==> src/rtl/ysyx_24100029_clint_if.sv <==
// Data-bus port between the CPU load/store unit and the CLINT.
// The master issues requests and the CLINT answers as the slave.
interface ysyx_24100029_clint_if;
    logic [31:0] clint_addr;
    logic [1:0]  clint_opcode;
    logic [2:0]  clint_size;
    logic [31:0] clint_wdata;
    logic [3:0]  clint_wstrb;
    logic [31:0] clint_rdata;
    logic        clint_resp;

    modport master (
        output clint_addr, clint_opcode, clint_size, clint_wdata, clint_wstrb,
        input  clint_rdata, clint_resp
    );

    modport slave (
        input  clint_addr, clint_opcode, clint_size, clint_wdata, clint_wstrb,
        output clint_rdata, clint_resp
    );
endinterface

==> src/rtl/ysyx_24100029_clint.sv <==
// Core-local interruptor: free-running mtime, mtimecmp compare and msip,
// reachable over the data bus with a fixed-latency response.
module ysyx_24100029_clint #(
    parameter int TICK_DIV = 1,
    parameter int RESP_LAT = 1
) (
    input  logic                        clk,
    input  logic                        rst_n,
    ysyx_24100029_clint_if.slave        bus,
    output logic                        timer_irq,
    output logic                        soft_irq
);

    typedef enum logic [1:0] {S_IDLE, S_BUSY, S_RESP} state_t;

    localparam int PW = (TICK_DIV > 1) ? $clog2(TICK_DIV) : 1;
    localparam logic [PW-1:0] PRESC_MAX = PW'(TICK_DIV - 1);

    localparam logic [13:0] W_MSIP     = 14'h0000;
    localparam logic [13:0] W_MTCMP_LO = 14'h1000;
    localparam logic [13:0] W_MTCMP_HI = 14'h1001;
    localparam logic [13:0] W_MTIME_LO = 14'h2FFE;
    localparam logic [13:0] W_MTIME_HI = 14'h2FFF;

    state_t        state_q, state_d;
    logic [2:0]    cnt_q, cnt_d;
    logic [PW-1:0] presc_q, presc_d;
    logic [63:0]   mtime_q, mtime_d, mtime_inc;
    logic [63:0]   mtimecmp_q, mtimecmp_d;
    logic          msip_q, msip_d;
    logic [31:0]   hold_q, hold_d;
    logic [31:0]   rd_val;
    logic          timer_irq_q, soft_irq_q;

    logic        tick, accept, is_rd, is_wr, wr_acc;
    logic [13:0] word;
    logic        unused_bits;

    assign unused_bits = &{1'b0, bus.clint_size, bus.clint_addr[31:16], bus.clint_addr[1:0]};

    assign word   = bus.clint_addr[15:2];
    assign is_rd  = (bus.clint_opcode == 2'b01);
    assign is_wr  = (bus.clint_opcode == 2'b10);
    assign accept = (state_q == S_IDLE) && (is_rd || is_wr);
    assign wr_acc = accept && is_wr;

    assign tick      = (presc_q == PRESC_MAX);
    assign presc_d   = tick ? '0 : presc_q + 1'b1;
    assign mtime_inc = tick ? mtime_q + 64'd1 : mtime_q;

    // Written bytes take wdata; the rest follow the (possibly ticked) value,
    // so a tick and a partial mtime write in the same cycle merge cleanly.
    genvar gi;
    generate
        for (gi = 0; gi < 4; gi++) begin : g_lane
            assign mtime_d[8*gi +: 8] =
                (wr_acc && word == W_MTIME_LO && bus.clint_wstrb[gi]) ?
                bus.clint_wdata[8*gi +: 8] : mtime_inc[8*gi +: 8];
            assign mtime_d[32+8*gi +: 8] =
                (wr_acc && word == W_MTIME_HI && bus.clint_wstrb[gi]) ?
                bus.clint_wdata[8*gi +: 8] : mtime_inc[32+8*gi +: 8];
            assign mtimecmp_d[8*gi +: 8] =
                (wr_acc && word == W_MTCMP_LO && bus.clint_wstrb[gi]) ?
                bus.clint_wdata[8*gi +: 8] : mtimecmp_q[8*gi +: 8];
            assign mtimecmp_d[32+8*gi +: 8] =
                (wr_acc && word == W_MTCMP_HI && bus.clint_wstrb[gi]) ?
                bus.clint_wdata[8*gi +: 8] : mtimecmp_q[32+8*gi +: 8];
        end
    endgenerate

    assign msip_d = (wr_acc && word == W_MSIP && bus.clint_wstrb[0]) ?
                    bus.clint_wdata[0] : msip_q;

    always_comb begin
        rd_val = 32'd0;
        case (word)
            W_MSIP:     rd_val = {31'd0, msip_q};
            W_MTCMP_LO: rd_val = mtimecmp_q[31:0];
            W_MTCMP_HI: rd_val = mtimecmp_q[63:32];
            W_MTIME_LO: rd_val = mtime_q[31:0];
            W_MTIME_HI: rd_val = mtime_q[63:32];
            default:    rd_val = 32'd0;
        endcase
    end

    assign hold_d = accept ? (is_rd ? rd_val : 32'd0) : hold_q;

    always_ff @(posedge clk or negedge rst_n) begin
        if (!rst_n) begin
            presc_q     <= '0;
            mtime_q     <= 64'd0;
            mtimecmp_q  <= 64'hFFFF_FFFF_FFFF_FFFF;
            msip_q      <= 1'b0;
            hold_q      <= 32'd0;
            timer_irq_q <= 1'b0;
            soft_irq_q  <= 1'b0;
        end else begin
            presc_q     <= presc_d;
            mtime_q     <= mtime_d;
            mtimecmp_q  <= mtimecmp_d;
            msip_q      <= msip_d;
            hold_q      <= hold_d;
            timer_irq_q <= (mtime_q >= mtimecmp_q);
            soft_irq_q  <= msip_q;
        end
    end

    always_ff @(posedge clk or negedge rst_n) begin
        if (!rst_n) begin
            state_q <= S_IDLE;
            cnt_q   <= 3'd0;
        end else begin
            state_q <= state_d;
            cnt_q   <= cnt_d;
        end
    end

    always_comb begin
        state_d = state_q;
        cnt_d   = cnt_q;
        case (state_q)
            S_IDLE: begin
                if (accept) begin
                    cnt_d   = 3'(RESP_LAT);
                    state_d = (RESP_LAT == 0) ? S_RESP : S_BUSY;
                end
            end
            S_BUSY: begin
                if (cnt_q <= 3'd1) begin
                    state_d = S_RESP;
                end else begin
                    cnt_d = cnt_q - 3'd1;
                end
            end
            S_RESP:  state_d = S_IDLE;
            default: state_d = S_IDLE;
        endcase
    end

    always_comb begin
        bus.clint_resp  = (state_q == S_RESP);
        bus.clint_rdata = (state_q == S_RESP) ? hold_q : 32'd0;
    end

    assign timer_irq = timer_irq_q;
    assign soft_irq  = soft_irq_q;

endmodule

==> src/flat_wrapper.sv <==
// flat-port wrapper written by rule: the top's interface ports become plain ports
module ysyx_24100029_clint_flat 
#(
    parameter int TICK_DIV = 1,
    parameter int RESP_LAT = 1
)
  (clk, rst_n, timer_irq, soft_irq, bus_clint_addr, bus_clint_opcode, bus_clint_size, bus_clint_wdata, bus_clint_wstrb, bus_clint_rdata, bus_clint_resp);
  ysyx_24100029_clint_if bus_i ();
  input  logic clk;
  input  logic rst_n;
  output logic timer_irq;
  output logic soft_irq;
  input wire logic [$bits(bus_i.clint_addr)-1:0] bus_clint_addr;
  input wire logic [$bits(bus_i.clint_opcode)-1:0] bus_clint_opcode;
  input wire logic [$bits(bus_i.clint_size)-1:0] bus_clint_size;
  input wire logic [$bits(bus_i.clint_wdata)-1:0] bus_clint_wdata;
  input wire logic [$bits(bus_i.clint_wstrb)-1:0] bus_clint_wstrb;
  output wire logic [$bits(bus_i.clint_rdata)-1:0] bus_clint_rdata;
  output wire logic [$bits(bus_i.clint_resp)-1:0] bus_clint_resp;
  assign bus_i.clint_addr = bus_clint_addr;
  assign bus_i.clint_opcode = bus_clint_opcode;
  assign bus_i.clint_size = bus_clint_size;
  assign bus_i.clint_wdata = bus_clint_wdata;
  assign bus_i.clint_wstrb = bus_clint_wstrb;
  assign bus_clint_rdata = bus_i.clint_rdata;
  assign bus_clint_resp = bus_i.clint_resp;
  ysyx_24100029_clint #(.TICK_DIV(TICK_DIV), .RESP_LAT(RESP_LAT)) u_core (.clk(clk), .rst_n(rst_n), .bus(bus_i), .timer_irq(timer_irq), .soft_irq(soft_irq));
endmodule
==> config.mk <==
export PLATFORM = sky130hd
export DESIGN_NAME = ysyx_24100029_clint_flat
export DESIGN_NICKNAME = d
export VERILOG_FILES = /design/src/rtl/ysyx_24100029_clint_if.sv /design/src/rtl/ysyx_24100029_clint.sv /design/src/flat_wrapper.sv
export SDC_FILE = /design/constraint.sdc
export NUM_CORES = 1
export LEC_CHECK = 0
export ABC_CLOCK_PERIOD_IN_PS = 6900
export BUFFER_PORTS_ARGS = -buffer_cell sky130_fd_sc_hd__buf_2
export CAP_MARGIN = 20
export CORE_MARGIN = 3
export CORE_UTILIZATION = 32
export CTS_CLUSTER_DIAMETER = 30
export DETAILED_ROUTE_END_ITERATION = 10
export HOLD_SLACK_MARGIN = 0.03
export SLEW_MARGIN = 20
export SYNTH_ARGS = -nofsm -noshare
export SYNTH_HDL_FRONTEND = slang
export SYNTH_SLANG_ARGS = --single-unit
==> constraint.sdc <==
create_clock -name clk -period 6.9 [get_ports clk]
set_input_delay 0 -clock clk [delete_from_list [all_inputs] [get_ports clk]]
set_output_delay 0 -clock clk [all_outputs]
set_load 0.1 [all_outputs]
==> run_summary.xml, run 1 <==
<?xml version="1.0" encoding="UTF-8"?>
<metrics>
  <group name="drt">
    <metric name="post_drt_wl_per_cell" unit="um">18.4</metric>
    <metric name="drt-pass1-iter-count" unit="">6</metric>
    <metric name="detailroute.via_count" unit="">8640</metric>
    <metric name="detail_route.vias_per_cell" unit="">5.31</metric>
    <metric name="remaining_drc_errors" unit="">0</metric>
    <metric name="route.antenna.remaining_nets" unit="">0</metric>
    <metric name="route.final.wire_length" unit="um">30000</metric>
    <metric name="dr.first_iter.drc_count" unit="">643</metric>
  </group>
  <group name="power_and_ir_drop">
    <metric name="largest_vdd_supply_drop" unit="mV">0.158</metric>
    <metric name="cellLeakagePower" unit="nW">5.13</metric>
    <metric name="share_seq_of_total_power" unit="%">46.8</metric>
    <metric name="intPower" unit="mW">1.58</metric>
    <metric name="power.share.clock" unit="%">42.9</metric>
    <metric name="power_frac_comb" unit="%">10.3</metric>
    <metric name="power.switching_fraction" unit="%">28.3</metric>
    <metric name="power-per-cell-area" unit="nW/um2">182</metric>
    <metric name="overall_power_consumption" unit="mW">2.20</metric>
    <metric name="switching_power" unit="mW">0.624</metric>
  </group>
  <group name="worst_setup_path">
    <metric name="cp_data_arrival_time" unit="ps">3080</metric>
    <metric name="setup.worst_path.class" unit="">reg -&gt; reg</metric>
    <metric name="worstSetupStartpointType" unit="">flip-flop</metric>
    <metric name="timing.critical_path.mode_cell" unit="">sky130_fd_sc_hd__or4_1</metric>
    <metric name="crit_family" unit="">simple AND/OR/NAND/NOR gates</metric>
    <metric name="cpPeakStageDelay" unit="ps">600</metric>
    <metric name="critical_path.cell_chain" unit="">inv_1 &gt; ha_1 &gt; nand4_1 &gt; or4_1 &gt; or4_1 &gt; a31oi_1 &gt; o31ai_1 &gt; nand2_1</metric>
    <metric name="worst_ep_required_time" unit="ps">7260</metric>
    <metric name="path_max_fanout" unit="">3</metric>
    <metric name="critical_path_buf_inv_count" unit="">1</metric>
    <metric name="worstSetupEndpointType" unit="">flip-flop</metric>
    <metric name="worst_path_max_delay_cell" unit="">sky130_fd_sc_hd__or4_1</metric>
  </group>
  <group name="synth">
    <metric name="synthTopCellsByCount" unit="">sky130_fd_sc_hd__nand2_1, sky130_fd_sc_hd__o21ai_0, sky130_fd_sc_hd__dfrtp_1, sky130_fd_sc_hd__inv_1, sky130_fd_sc_hd__ha_1</metric>
    <metric name="synth-edff-count" unit="">0</metric>
    <metric name="yosys_warnings" unit="">0</metric>
    <metric name="syn-mean-instance-area" unit="um2">9.42</metric>
    <metric name="synthArstFlopShare" unit="%">100</metric>
    <metric name="synthDominantCellAreaShare" unit="%">25.2</metric>
    <metric name="main_synth_ff_type" unit="">sky130_fd_sc_hd__dfrtp_1</metric>
    <metric name="netlist_instances" unit="">1097</metric>
    <metric name="yosys.cell_types.count" unit="">58</metric>
    <metric name="mappedNetlistArea" unit="um2">10300</metric>
    <metric name="ffs_latches_synth" unit="">168</metric>
    <metric name="synth.most_common_cell" unit="">sky130_fd_sc_hd__nand2_1</metric>
    <metric name="largest_cells_by_area_after_synthesis" unit="">sky130_fd_sc_hd__dfrtp_1, sky130_fd_sc_hd__dfstp_2, sky130_fd_sc_hd__ha_1</metric>
    <metric name="synth-seq-area-share" unit="%">41.4</metric>
    <metric name="synth_nets" unit="">1241</metric>
    <metric name="synth_area_leader_cell" unit="">sky130_fd_sc_hd__dfrtp_1</metric>
  </group>
  <group name="final_layout">
    <metric name="layout.cells.non_filler" unit="">1627</metric>
    <metric name="syn2layout_area_growth" unit="%">17.3</metric>
    <metric name="fillcell_total" unit="">3202</metric>
    <metric name="final_core_utilization" unit="%">38.2</metric>
    <metric name="drive_gt1_share" unit="%">21.4</metric>
    <metric name="nets_finish" unit="">1356</metric>
    <metric name="n_antenna_cell" unit="">0</metric>
    <metric name="final_area" unit="um2">12100</metric>
  </group>
  <group name="die">
    <metric name="die-area" unit="um2">34500</metric>
    <metric name="core_area" unit="um2">31700</metric>
    <metric name="dieHeight" unit="um">186</metric>
    <metric name="num_rows" unit="">65</metric>
    <metric name="die_w" unit="um">186</metric>
    <metric name="initial_core_util" unit="%">32.6</metric>
    <metric name="ios" unit="">110</metric>
  </group>
  <group name="clock_network">
    <metric name="cts_num_sinks" unit="">168</metric>
    <metric name="cts-root-to-sink-buffers" unit="">2</metric>
    <metric name="cts_post_setup_buffers_inserted" unit="">0</metric>
    <metric name="htreeDepth" unit="">4</metric>
    <metric name="cts_made_buffers" unit="">17</metric>
    <metric name="clock_latency" unit="ps">440</metric>
    <metric name="cts_root_buf" unit="">sky130_fd_sc_hd__clkbuf_16</metric>
    <metric name="clock_tree_from_tritoncts" unit="">done</metric>
    <metric name="post_cts_resize_count" unit="">0</metric>
    <metric name="path_clk_slew" unit="ps">80</metric>
  </group>
  <group name="grt">
    <metric name="grt_start_max_net_pins" unit="">73</metric>
    <metric name="grt_overflow_total" unit="">0</metric>
    <metric name="grt_pass1_vias" unit="">8409</metric>
    <metric name="antenna_found_initial" unit="">2</metric>
    <metric name="grt.total_usage" unit="%">17.7</metric>
    <metric name="grt_first_pass_wirelength" unit="um">47300</metric>
  </group>
  <group name="place">
    <metric name="numPlacedInstances" unit="">1556</metric>
    <metric name="io_buffers" unit="">88</metric>
    <metric name="post-place-ws" unit="ps">4170</metric>
    <metric name="detailedPlacementHpwl" unit="um">21800</metric>
    <metric name="dpl_cell_area" unit="um2">11200</metric>
    <metric name="gp_routability_congestion" unit="">0.876</metric>
  </group>
  <group name="sta">
    <metric name="tightestPinTransition" unit="ps">927</metric>
    <metric name="setup_ws" unit="ps">4180</metric>
    <metric name="tns" unit="ps">0</metric>
    <metric name="max-slew-margin-rel" unit="%">37.9</metric>
    <metric name="maxClockFrequency" unit="MHz">368</metric>
    <metric name="slew_viol_final" unit="">0</metric>
    <metric name="period_minus_slack" unit="ps">2720</metric>
    <metric name="timing.final.crit_share" unit="%">39.4</metric>
    <metric name="hold_slack" unit="ps">77.8</metric>
    <metric name="setup_viol" unit="">0</metric>
    <metric name="finalClockSkew" unit="ps">12.7</metric>
    <metric name="grt_setup_unrepaired" unit="">false</metric>
    <metric name="final_hold_viol_count" unit="">0</metric>
  </group>
  <group name="job">
    <metric name="maxCapViolCount" unit="">0</metric>
  </group>
  <group name="min_path">
    <metric name="tightest_hold_check_type" unit="">in -&gt; reg</metric>
  </group>
  <group name="run_status">
    <metric name="run_status" unit="">finished clean</metric>
  </group>
</metrics>
## final timing paths
kind / slack (ps) / start / to / cells after the start
max: 4180 / u_core.mtimecmp_q[13] / u_core.timer_irq / 8
min: 80 / bus_clint_opcode[0] / u_core.cnt_q[2] / 5
max reg2reg: 4180 / u_core.mtimecmp_q[13] / u_core.timer_irq / 8
min reg2reg: 420 / u_core.msip_q / u_core.soft_irq / 0
max in group asynchronous: 4940 / rst_n / u_core.mtime_q[58] / 4
min in group asynchronous: 150 / rst_n / u_core.mtime_q[1] / 2
## area by class of cell
| cell class | count | area (um2) | area share, % |
|---|---|---|---|
| Inverter | 75 | 282 | 2.32 |
| Sequential cell | 168 | 4280 | 35.3 |
| Tap cell | 402 | 503 | 4.15 |
| Multi-Input combinational cell | 811 | 5570 | 45.9 |
| Timing Repair Buffer | 139 | 927 | 7.64 |
| Clock buffer | 18 | 429 | 3.54 |
| Clock inverter | 14 | 138 | 1.13 |
## metal layers
| metal | up-vias | wire, um | part of all wire, % | track usage, % |
|---|---|---|---|---|
| met3 | 48 | 1900 | 6.4 | 3.30 |
| met2 | 249 | 13300 | 45 | 27.9 |
| met1 | 4203 | 13800 | 46 | 24.3 |
| met4 | 4 | 855 | 2.9 | 6.64 |
| li1 | 4136 | - | - | - |
| met5 | - | 21 | 0.070 | 0 |
## cell usage in the layout (no fill, tap or decap), types with 34 or more instances in the layout
master,n
sky130_fd_sc_hd__a21oi_1,49
sky130_fd_sc_hd__and2_1,38
sky130_fd_sc_hd__buf_2,87
sky130_fd_sc_hd__dfrtp_1,104
sky130_fd_sc_hd__dfstp_2,64
sky130_fd_sc_hd__dlygate4sd3_1,39
sky130_fd_sc_hd__ha_1,69
sky130_fd_sc_hd__inv_1,74
sky130_fd_sc_hd__mux2_2,38
sky130_fd_sc_hd__nand2_1,155
sky130_fd_sc_hd__nand4_1,34
sky130_fd_sc_hd__nor2_1,45
sky130_fd_sc_hd__o21ai_0,106
sky130_fd_sc_hd__xor2_1,43
## worst min-delay path, cell delays in order
cell and delay [ps]:
sky130_fd_sc_hd__buf_2 110, sky130_fd_sc_hd__inv_1 50, sky130_fd_sc_hd__ha_1 140, sky130_fd_sc_hd__nor3_1 80, sky130_fd_sc_hd__nor2_1 110
## power by group through the flow
stage | Clock [mW] | Sequential, mW | Combinational, mW
2_1_floorplan | 0 | 1.04 | 0.121
3_3_place_gp | 0 | 1.04 | 0.207
3_5_place_dp | 0 | 1.05 | 0.211
4_1_cts | 0.962 | 1.03 | 0.229
5_1_grt | 1.00 | 1.03 | 0.252
6_report | 0.946 | 1.03 | 0.227
## cells by family after synthesis
logic type / after synthesis / synth area share, %
and+or+nand+nor: 390 / 20.7
AOI/OAI and AO/OA: 239 / 13.9
DFF: 168 / 41.4
buffers and inverters: 118 / 4.96
adders and majority gates: 69 / 8.35
xor gates and xnor gates: 63 / 5.34
muxes: 50 / 5.30
## flip-flops by register name (all words and copies together) (netlist names)
register / cells
u_core.timer_irq: 1
u_core.soft_irq: 1
u_core.msip_q: 1
u_core.hold_q: 32
u_core.mtimecmp_q: 64
u_core.mtime_q: 64
u_core.cnt_q: 3
u_core.state_q: 2
## timing repair
action,in CTS,in global routing
hold buffers,39,0
endpoints found under the hold margin,201,0
setup endpoints to repair,0,0
No activity file was read; power rests on OpenSTA's default activity.
==> inputs of run 2 (changes only) <==
Settings changed: ABC_CLOCK_PERIOD_IN_PS 6900 to 2240.
Clock period 6.9 ns to 2.24 ns, I/O delays scaled along.
==> run_summary.xml, run 2 (synthesis gave the netlist of run 1 again) <==
<?xml version="1.0" encoding="UTF-8"?>
<metrics>
  <group name="final_layout">
    <metric name="mostFrequentLayoutCell" unit="">sky130_fd_sc_hd__nand2_1</metric>
    <metric name="n_antenna_cell" unit="">0</metric>
    <metric name="largest_registers" unit="">u_core.mtime_q x64, u_core.mtimecmp_q x64, u_core.hold_q x32</metric>
    <metric name="nets_finish" unit="">1427</metric>
    <metric name="drive_gt1_share" unit="%">26.7</metric>
    <metric name="syn2layout_area_growth" unit="%">24.7</metric>
    <metric name="most-common-layout-cells" unit="">sky130_fd_sc_hd__nand2_1, sky130_fd_sc_hd__o21ai_0, sky130_fd_sc_hd__dfrtp_1, sky130_fd_sc_hd__buf_2, sky130_fd_sc_hd__buf_4</metric>
    <metric name="layout.cells.non_filler" unit="">1698</metric>
    <metric name="fillcell_total" unit="">3134</metric>
  </group>
  <group name="sta">
    <metric name="timing.final.crit_share" unit="%">102</metric>
    <metric name="max-slew-margin-rel" unit="%">52.4</metric>
    <metric name="grt_setup_unrepaired" unit="">true</metric>
    <metric name="finalClockSkew" unit="ps">10.8</metric>
    <metric name="final_hold_viol_count" unit="">0</metric>
    <metric name="period_minus_slack" unit="ps">2290</metric>
    <metric name="setup_viol" unit="">1</metric>
    <metric name="hold_slack" unit="ps">81.9</metric>
    <metric name="setup_ws" unit="ps">-47.6</metric>
    <metric name="tightestPinTransition" unit="ps">714</metric>
    <metric name="maxClockFrequency" unit="MHz">437</metric>
    <metric name="slew_viol_final" unit="">0</metric>
  </group>
  <group name="place">
    <metric name="detailedPlacementHpwl" unit="um">23700</metric>
    <metric name="numPlacedInstances" unit="">1623</metric>
    <metric name="gp_routability_congestion" unit="">0.872</metric>
    <metric name="io_buffers" unit="">88</metric>
  </group>
  <group name="power_and_ir_drop">
    <metric name="largest_vdd_supply_drop" unit="mV">0.510</metric>
    <metric name="cellLeakagePower" unit="nW">5.50</metric>
    <metric name="power-per-cell-area" unit="nW/um2">523</metric>
    <metric name="overall_power_consumption" unit="mW">6.75</metric>
  </group>
  <group name="drt">
    <metric name="remaining_drc_errors" unit="">0</metric>
    <metric name="post_drt_wl_per_cell" unit="um">18.6</metric>
    <metric name="route.antenna.remaining_nets" unit="">0</metric>
    <metric name="route.final.wire_length" unit="um">31600</metric>
    <metric name="dr.first_iter.drc_count" unit="">846</metric>
    <metric name="drt-pass1-iter-count" unit="">7</metric>
    <metric name="detail_route.vias_per_cell" unit="">5.26</metric>
    <metric name="detailroute.via_count" unit="">8935</metric>
  </group>
  <group name="die">
    <metric name="num_rows" unit="">65</metric>
    <metric name="dieHeight" unit="um">186</metric>
    <metric name="ios" unit="">110</metric>
    <metric name="initial_core_util" unit="%">32.6</metric>
    <metric name="core_area" unit="um2">31700</metric>
    <metric name="die-area" unit="um2">34500</metric>
    <metric name="die_w" unit="um">186</metric>
  </group>
  <group name="clock_network">
    <metric name="cts_num_sinks" unit="">168</metric>
    <metric name="clock_tree_from_tritoncts" unit="">done</metric>
    <metric name="cts-root-to-sink-buffers" unit="">2</metric>
    <metric name="htreeDepth" unit="">4</metric>
    <metric name="clock_latency" unit="ps">440</metric>
    <metric name="cts_root_buf" unit="">sky130_fd_sc_hd__clkbuf_16</metric>
    <metric name="path_clk_slew" unit="ps">70</metric>
    <metric name="cts_made_buffers" unit="">17</metric>
  </group>
  <group name="worst_setup_path">
    <metric name="worstSetupEndpointType" unit="">flip-flop</metric>
    <metric name="worstSetupStartpointType" unit="">flip-flop</metric>
    <metric name="worst_ep_required_time" unit="ps">2610</metric>
    <metric name="timing.reg2reg.setup_slack" unit="ps">-50</metric>
    <metric name="path_max_fanout" unit="">2</metric>
    <metric name="cp_data_arrival_time" unit="ps">2660</metric>
    <metric name="setup.worst_path.class" unit="">reg -&gt; reg</metric>
  </group>
  <group name="grt">
    <metric name="antenna_found_initial" unit="">2</metric>
    <metric name="grt_start_max_net_pins" unit="">63</metric>
    <metric name="grt_first_pass_wirelength" unit="um">49600</metric>
    <metric name="grt_pass1_vias" unit="">8704</metric>
    <metric name="grt_overflow_total" unit="">0</metric>
    <metric name="grt.total_usage" unit="%">18.6</metric>
  </group>
  <group name="run_status">
    <metric name="failed_checks" unit="">setup timing</metric>
    <metric name="run_status" unit="">finished, violations left</metric>
  </group>
  <group name="job">
    <metric name="maxCapViolCount" unit="">0</metric>
  </group>
  <group name="min_path">
    <metric name="tightest_hold_check_type" unit="">in -&gt; reg</metric>
  </group>
</metrics>
## run 2: changes by cell type in the layout (fill, tap and decap cells not counted), sizes merged
cell / change
clkinvlp: +3
clkbuf: +2
bufinv: -1
nor2: +1
buf: +70
inv: -3
clkinv: -1
## run 2: worst max-delay path, cell delays in order (launching register included)
cell                      delay (ps)
sky130_fd_sc_hd__dfstp_2         510
sky130_fd_sc_hd__inv_1            50
sky130_fd_sc_hd__ha_1            270
sky130_fd_sc_hd__nand4_1         110
sky130_fd_sc_hd__or4_1           540
sky130_fd_sc_hd__or4_4           450
sky130_fd_sc_hd__a31oi_2         150
sky130_fd_sc_hd__o31ai_1          90
sky130_fd_sc_hd__nand2_1          60
## run 2: worst paths after layout
kind	start	end	cells past startpoint
max	u_core.mtimecmp_q[12]	u_core.timer_irq	8
min	bus_clint_opcode[0]	u_core.cnt_q[2]	5
max reg2reg	u_core.mtimecmp_q[12]	u_core.timer_irq	8
min reg2reg	u_core.msip_q	u_core.soft_irq	0
max in group asynchronous	rst_n	u_core.mtimecmp_q[44]	3
min in group asynchronous	rst_n	u_core.mtime_q[6]	2
## run 2: report_power, final
| group | internal, mW | total [mW] | switching [mW] |
|---|---|---|---|
| combinational | 0.249 | 0.768 | 0.520 |
| clock | 1.49 | 2.83 | 1.33 |
| sequential | 3.09 | 3.16 | 0.0649 |
| total | 4.83 | 6.75 | 1.92 |
## run 2: repair_timing
| item | 4_1_cts | 5_1_grt |
|---|---|---|
| setup buffers | 0 | 3 |
| hold buffers | 39 | 0 |
| hold endpoints to repair | 188 | 0 |
| pin swaps | 3 | 4 |
| gates cloned | 0 | 1 |
| setup endpoints to repair | 1 | 30 |
| gates resized for setup | 8 | 6 |
## run 2: through the flow
| stage | worst slack, ps | setup TNS (ps) | util (%) | instance area, um2 |
|---|---|---|---|---|
| after floorplan | 55.7 | 0 | - | 10300 |
| after global placement | -95.0 | -95.0 | 37.3 | 11800 |
| after detailed placement | -109 | -109 | 37.3 | 11800 |
| after CTS | -78.1 | -78.1 | 40.4 | 12800 |
| after global routing | -108 | -108 | 40.7 | 12900 |
| final | -47.6 | -47.6 | 40.7 | 12900 |
## run 2: per-layer routing
metal	part of all wire (%)	wire length, um	global-route usage, %	up-vias
li1	-	-	-	4273
met3	5.8	1830	2.79	51
met2	45	14100	28.6	291
met4	2.4	747	6.17	4
met5	0.085	27	0	-
met1	47	15000	26.8	4316
## run 2: layout make-up
type	instances	area, um2	area share, %
well taps	402	503	3.90
clock inverters	12	92.6	0.718
flip-flops and latches	168	4280	33.2
repair buffers	209	1640	12.7
clock buffers	20	457	3.54
multi-input cells	812	5640	43.7
inverters	75	282	2.18
